File: src/rtl/reg_read_bank.sv
// ----------------------------------------------------------------------------
// reg_read_bank
//
// Decode-side register bank with a registered two-operand read stage.
// The write-back stage commits one write per cycle. Decode reads two operands
// per cycle, and both land in output registers that feed the ID/EX boundary.
//
// Read behaviour:
//   - A same-cycle write to the register being read is forwarded (write-first
//     bypass), so the new value appears after the same edge.
//   - Entry 0 always reads as zero.
//   - A stall (re=0) holds the operand registers.
//   - A flush squashes them to a bubble. Flush has priority over re.
//
// Ports:
//   clk    in   rising-edge clock
//   reset  in   asynchronous, active-high reset (clears array and outputs)
//   we     in   write enable from write-back
//   waddr  in   [ADDR_W-1:0] write register index (index 0 is discarded)
//   wdata  in   [DATA_W-1:0] write data
//   re     in   read enable; low = stall, hold rd1/rd2/rvalid
//   flush  in   squash read stage: rd1/rd2 <= 0, rvalid <= 0
//   ra1    in   [ADDR_W-1:0] read port 1 index
//   ra2    in   [ADDR_W-1:0] read port 2 index
//   rd1    out  [DATA_W-1:0] registered operand 1
//   rd2    out  [DATA_W-1:0] registered operand 2
//   rvalid out  rd1/rd2 hold a valid captured read
// ----------------------------------------------------------------------------
module reg_read_bank #(
    parameter int DATA_W = 8,
    parameter int ADDR_W = 3
) (
    input  logic              clk,
    input  logic              reset,
    input  logic              we,
    input  logic [ADDR_W-1:0] waddr,
    input  logic [DATA_W-1:0] wdata,
    input  logic              re,
    input  logic              flush,
    input  logic [ADDR_W-1:0] ra1,
    input  logic [ADDR_W-1:0] ra2,
    output logic [DATA_W-1:0] rd1,
    output logic [DATA_W-1:0] rd2,
    output logic              rvalid
);

    localparam int DEPTH = 1 << ADDR_W;

    logic [DATA_W-1:0] mem [DEPTH];
    logic              wr_commit;
    logic [DATA_W-1:0] sel1;
    logic [DATA_W-1:0] sel2;

    // Writes to index 0 are dropped, so entry 0 keeps its reset value of zero.
    assign wr_commit = we && (waddr != '0);

    // ------------------------------------------------------------------------
    // Register array
    // ------------------------------------------------------------------------
    // NOTE: the array is cleared on reset because the design requires every
    // entry to read zero after reset. This forces flip-flop storage rather
    // than a RAM macro, which is acceptable at this depth.
    always_ff @(posedge clk or posedge reset) begin
        if (reset) begin
            for (int i = 0; i < DEPTH; i++) begin
                // NOTE: sequential state uses non-blocking assignments so that
                // every flop samples pre-edge values, whatever the block order.
                mem[i] <= '0;
            end
        end else if (wr_commit) begin
            mem[waddr] <= wdata;
        end
    end

    // ------------------------------------------------------------------------
    // Operand select: zero register, then write-first bypass, then the array.
    // The bypass compares against the raw write port. A write to index 0 is
    // already excluded because ra==0 is checked first.
    // ------------------------------------------------------------------------
    always_comb begin
        // NOTE: each combinational output gets a default first, so no path
        // leaves it unassigned and no latch is inferred.
        sel1 = mem[ra1];
        if (ra1 == '0) begin
            sel1 = '0;
        end else if (we && (waddr == ra1)) begin
            sel1 = wdata;
        end
    end

    always_comb begin
        sel2 = mem[ra2];
        if (ra2 == '0) begin
            sel2 = '0;
        end else if (we && (waddr == ra2)) begin
            sel2 = wdata;
        end
    end

    // ------------------------------------------------------------------------
    // Output operand registers: flush > re > hold.
    // During a stall the held values are not refreshed by later writes.
    // Decode re-issues the read to pick up new data.
    // ------------------------------------------------------------------------
    always_ff @(posedge clk or posedge reset) begin
        if (reset) begin
            rd1    <= '0;
            rd2    <= '0;
            rvalid <= 1'b0;
        end else if (flush) begin
            rd1    <= '0;
            rd2    <= '0;
            rvalid <= 1'b0;
        end else if (re) begin
            rd1    <= sel1;
            rd2    <= sel2;
            rvalid <= 1'b1;
        end
    end

endmodule

File: config.mk
export PLATFORM = sky130hd
export DESIGN_NAME = reg_read_bank
export DESIGN_NICKNAME = d
export VERILOG_FILES = /design/src/rtl/reg_read_bank.sv
export SDC_FILE = /design/constraint.sdc
export NUM_CORES = 1
export LEC_CHECK = 0
export ABC_AREA = 1
export CORE_UTILIZATION = 58
export CTS_BUF_LIST = sky130_fd_sc_hd__clkbuf_16
export CTS_CLUSTER_DIAMETER = 120
export DETAILED_ROUTE_END_ITERATION = 10
export PLACE_DENSITY = 0.84
export SLEW_MARGIN = 20
export SYNTH_ARGS = -nofsm -noshare
export SYNTH_HDL_FRONTEND = slang
export SYNTH_SLANG_ARGS = --single-unit
File: constraint.sdc
create_clock -name clk -period 3.5 [get_ports clk]
set_input_delay 0.525 -clock clk [delete_from_list [all_inputs] [get_ports clk]]
set_output_delay 0.525 -clock clk [all_outputs]
set_load 0.02 [all_outputs]
==> metrics.txt, run 1 <==
Buf/Inv on CP 2; mean routed wirelength per cell 16.9 um; kind of cell adding the most delay to the critical path buffers and inverters; ys flop type dfrtp_1; total of max-cap violations 0; GRT Total Usage 34.0%; CP max stage cell clkdlybuf4s50_1; dpl hpwl 8450 um; root buffer cell clkbuf_16; drt first pass iters 6; via count 4442; grt peak-use layer met2; H-tree level count 3; Area after DPL 4820 um2; largest net degree at the start of global routing 44; Tcrit/Tclk final 66.0%; CTS tree yes; count leader, synth nand2_1; crit-path max FO 11; Worst Path Required 3.77 ns; Critical Path, Cell by Cell clkdlybuf4s50_1 -> inv_2 -> nand2_1 -> nand2_1 -> nor2_4 -> nand2_4 -> nand3_1 -> nand2_1 -> nand2_1; Fillers 581; top-area cell type share of the netlist area 45.6%; worst vdd ir 392 uV; initial antenna violation count 0; worst reg-to-reg path cell count 6; GR Util met1 45.8%; YS warnings 0; Netlist cell types 20; Pleak 2.56 nW; Synth area leaders dfrtp_1, nand2_1, nand3_1; final WL 12700 um; Worst path depth 9; Initial Util 60.7%; vias in the first global route 4047; Mapped Area 4450 um2; max incr delay on CP 0.90 ns; fin crit period 2.31 ns; syn nets 652; worst hold path cell count 0; met2 usage 52.8%; num ports 39; Arrival @ worst endpoint 2.58 ns; vias per cell 5.91; Min Hold Slack 0.404 ns; Nets 670; # rows 31; Final Instance Area 5130 um2; Final Setup Violations 0; Ant. Diodes 0; final hold vios 0; Syn Inst Count 630; CTS resizes 0; final clock skew 0.00710 ns; Slew @ Worst Pin 1.01 ns; #FFs+latches synth 81; total negative setup slack 0 ns; Overflow after GRT 0; Crit. End Element flip-flop; Slew headroom 32.3%; share of layout cells above drive strength 1 6.29%; EDFF count, synth 0; Pins Over Slew Limit 0; met3 Use GR 8.50%; commonest cells in the netlist nand2_1, nand3_1, dfrtp_1; Post-CTS Setup Inserts 0; first-pass GRT wire length 20200 um; IO buf count 38; Seq/Total Area, Yosys 45.6%; maximum clock rate 433 MHz; total clock sinks 81; Pwr Density 527 nW/um2; Core Area 7330 um2; FF/Latch Area 2030 um2; Die ar. 8030 um2; crit path kind in2reg; Die Y 89.6 um; largest area contributor in the netlist dfrtp_1; Layout area overhead 15.2%; # DRC 0; Iter 0 DRT Violations 545; Syn Area/Cell 7.06 um2; ys async rst share 100%; launching element type of the critical path primary input; post-layout util 69.9%; die width 89.6 um; TritonCTS Buffers 9; Placer Congestion 0.939; CP most frequent cell nand2_1; area of the multi-input gates 2090 um2; clock transition at the registers of the reported paths 0.06 ns; Clock Latency Late Sink 0.33 ns; worst hold path type reg2reg; status complete, no violations; RSZ-0062 raised after global routing false; hold_buf cts 0; Routed Antenna Nets 0; clock tree buffer depth 2
where the power goes:
part | switching, W | leakage (nW) | internal (W)
Combinational | 0.000323 | 1.37 | 0.000198
Clock | 0.000372 | 0.153 | 0.000618
Sequential | 0.000115 | 1.03 | 0.00108
Total | 0.000810 | 2.56 | 0.00189
through the flow:
step,instances,worst slack [ns],power [W]
finish,751,1.19,0.00270
detailed placement,736,0.996,0.00171
global route,751,1.14,0.00282
floorplan,630,0.895,0.00153
global placement,736,0.986,0.00169
CTS,751,1.31,0.00270
placed cells by master, fill, tap and decap left out:
cell             instances
o21ai_1                  1
dfrtp_1                 81
a21oi_1                  8
nand3_1                129
clkinvlp_4               1
nor2_2                   1
nor2_1                  15
clkinv_2                 2
nor3_1                   2
nand2_1                261
inv_2                    8
nor3_2                   2
nand3_2                  1
buf_4                    7
nor3_4                   1
nand2_4                  2
nor2_4                   4
o21ai_0                 47
clkbuf_16                9
bufinv_16                2
clkinv_4                 1
clkdlybuf4s50_1         38
inv_1                   29
path summary, 6_finish.rpt:
path	startpoint	end	slack [ns]
setup / recovery	ra1[2]	rd1[3]	1.19
hold / removal	mem[60]	mem[60]	0.40
setup reg to reg	mem[9]	rd1[1]	2.33
hold reg to reg	mem[60]	mem[60]	0.40
max in group asynchronous	reset	mem[23]	2.09
min in group asynchronous	reset	mem[9]	0.62
kinds of logic after synthesis:
family                 share of synthesized area, %
AO/OA/AOI/OAI                                  6.30
flip-flops                                     45.6
buffers and inverters                          7.42
AND/OR/NAND/NOR                                40.7
layout make-up:
type / count / share of cell area [%]
clock buffers: 9 / 4.39
clock inverters: 6 / 1.66
inverters: 37 / 2.73
multi-input cells: 474 / 40.8
flip-flops and latches: 81 / 39.5
well taps: 99 / 2.42
repair buffers: 45 / 8.45
worst register-to-register path, stage by stage, from the launching register on:
cell     delay [ns]
dfrtp_1        0.40
nand2_1        0.10
nand3_1        0.09
nand3_1        0.18
nand3_1        0.15
nand2_1        0.10
nand2_1        0.05
routing by layer:
layer  wire length, um  share of wire (%)
met1              4930                 39
met2              5710                 45
met3              1580                 13
met4               433                3.4
met5                 0                  0
registers in the layout, summed over array words and instances (netlist names):
| register | flops |
|---|---|
| rd1 | 8 |
| mem | 64 |
| rvalid | 1 |
| rd2 | 8 |
Power figures use the tool's default switching activity.
==> inputs of run 2 (changes only) <==
- CORE_UTILIZATION: 58 -> 52
- PLACE_DENSITY: 0.84 -> 0.8
- clock period: 3.5 -> 1.85 ns (I/O delays scaled with it)
==> metrics.txt, run 2 (synthesis gave the netlist of run 1 again) <==
status complete, no violations; initial antenna violation count 0 (unchanged); Arrival @ worst endpoint 1.33 ns (-1.25 ns); clock transition at the registers of the reported paths 0.06 ns (about the same); drt first pass iters 6 (unchanged); Overflow after GRT 0 (unchanged); worst reg-to-reg path cell count 6 (unchanged); CP max stage cell clkdlybuf4s50_1; Clock Latency Late Sink 0.34 ns (about the same); total of max-cap violations 0 (unchanged); fin crit period 1.61 ns; vias in the first global route 4247 (+4.9%); Slew @ Worst Pin 1.03 ns (+0.0202 ns); root buffer cell clkbuf_16; Final Setup Violations 0 (unchanged); IO buf count 38 (unchanged); Initial Util 53.9% (-6.8 points); Iter 0 DRT Violations 593 (+8.8%); Routed Antenna Nets 0 (unchanged); Reg-to-Reg End rd2[7]; Tcrit/Tclk final 87.0%; clock tree buffer depth 2 (unchanged); CTS resizes 0 (unchanged); FF/Latch Area 2030 um2 (unchanged); H-tree level count 3 (unchanged); Worst path depth 1 (-8); Placer Congestion 0.991 (+5.5%); final clock skew 0.00596 ns (-0.00114 ns); Critical Path, Cell by Cell clkdlybuf4s50_1; worst hold path type in2async; worst vdd ir 531 uV (+35%); Slew headroom 30.8% (-1.5 points); Pleak 2.67 nW (+4.4%); via count 4469 (+0.61%); # rows 33 (+6.5%); largest net degree at the start of global routing 53 (+20%); Post-CTS Setup Inserts 0 (unchanged); # DRC 0 (unchanged); hold_buf cts 0 (unchanged); dpl hpwl 9370 um (+11%); CTS tree yes; num ports 39 (unchanged); RSZ-0062 raised after global routing false; crit path to rd2[1]; Ant. Diodes 0 (unchanged); GRT Total Usage 32.1% (-1.9 points); share of layout cells above drive strength 1 9.05% (+2.8 points); Die Y 94.5 um (+5.5%); vias per cell 5.74 (-3.0%); crit path kind reg2out; kind of cell adding the most delay to the critical path buffers and inverters; metal3 WL 1460 um (-8.0%); Core Area 8260 um2 (+13%); die width 94.5 um (+5.5%); launching element type of the critical path flip-flop; largest register by flop count mem; area of the multi-input gates 2090 um2 (unchanged); Pins Over Slew Limit 0 (unchanged); max FFs per register 64 (unchanged); reg2reg start mem[7]; Area after DPL 5050 um2 (+4.9%); most frequent cells in the layout nand2_1, nand3_1, dfrtp_1; Routed met2 length 5930 um (+3.9%); Fillers 735 (+27%); mean routed wirelength per cell 16.9 um (+0.29%); Die ar. 8930 um2 (+11%); first-pass GRT wire length 21500 um (+6.4%); total clock sinks 81 (unchanged); final hold vios 0 (unchanged); max layer used met4; crit path from rd2[1]; Nets 692 (+3.3%); R2R Setup Slk 0.75 ns (-1.58 ns); Pwr Density 939 nW/um2 (+78%); Top Registers mem (64), rd1 (8), rd2 (8); Worst Path Required 1.57 ns (-2.20 ns); maximum clock rate 621 MHz; Buf/Inv on CP 1 (-1); Layout area overhead 19.8%; Final Instance Area 5330 um2 (+4.0%); Min Hold Slack 0.349 ns (-0.0553 ns); final WL 13200 um (+4.0%); commonest non-fill, non-tap cell in the layout nand2_1; max incr delay on CP 0.62 ns (-0.28 ns); TritonCTS Buffers 9 (unchanged); crit-path max FO 2 (-9); M1 WL 5350 um (+8.5%); Crit. End Element primary output
## run 2: changes by cell type in the layout (fill, tap and decap cells not counted)
| cell | change |
|---|---|
| buf_4 | +17 |
| buf_12 | +5 |
| clkinv_1 | +2 |
| bufinv_16 | -1 |
| clkinv_4 | -1 |
## run 2: through the flow
step	total power (W)	setup TNS [ns]	setup slack (ns)	util, %	cells
after floorplan	0.00290	0	0.649	-	630
after global placement	0.00326	-0.0299	-0.0299	61.2	764
after detailed placement	0.00330	-0.280	-0.0578	61.2	764
after CTS	0.00501	0	0.235	64.5	779
after global routing	0.00525	0	0.158	64.5	779
final	0.00501	0	0.241	64.5	779
## run 2: worst min path at each step
| stage | start | to | slack (ns) | depth (start not counted) |
|---|---|---|---|---|
| global placement | mem[59] | mem[59] | 0.39 | 0 |
| global route | reset | mem[16] | 0.38 | 3 |
| floorplan | flush | rvalid | 0.34 | 1 |
| finish | reset | mem[16] | 0.35 | 3 |
| CTS | reset | mem[6] | 0.35 | 3 |
| detailed placement | mem[59] | mem[59] | 0.39 | 0 |
## run 2: final cells by class
cell class	count	area share, %
timing repair buffer	67	12.4
sequential	81	38.0
clock inverter	6	0.962
inverter	37	2.68
tap	105	2.46
multi-input combinational	474	39.2
clock buffer	9	4.23
## run 2: routing by layer
metal | track usage [%] | vias up
met5 | 0 | -
met4 | 13.4 | 0
met3 | 10.1 | 42
met2 | 49.0 | 277
met1 | 42.3 | 2039
li1 | - | 2111
## run 2: worst reg2reg max path, stage by stage, from the launching register on
cell	delay, ns
dfrtp_1	0.40
nand2_1	0.08
nand3_1	0.09
nand3_1	0.11
nand3_1	0.12
nand2_1	0.12
nand2_1	0.06
## run 2: power by group
part	switching (W)	total [W]	internal [W]
combinational	0.000625	0.00104	0.000416
clock	0.000678	0.00170	0.00102
sequential	0.000234	0.00227	0.00204
==> inputs of run 3 (changes only) <==
- CAP_MARGIN: default -> 10
==> results of run 3 <==
Same layout as run 2: the final DEF is identical, and so are final timing and power.
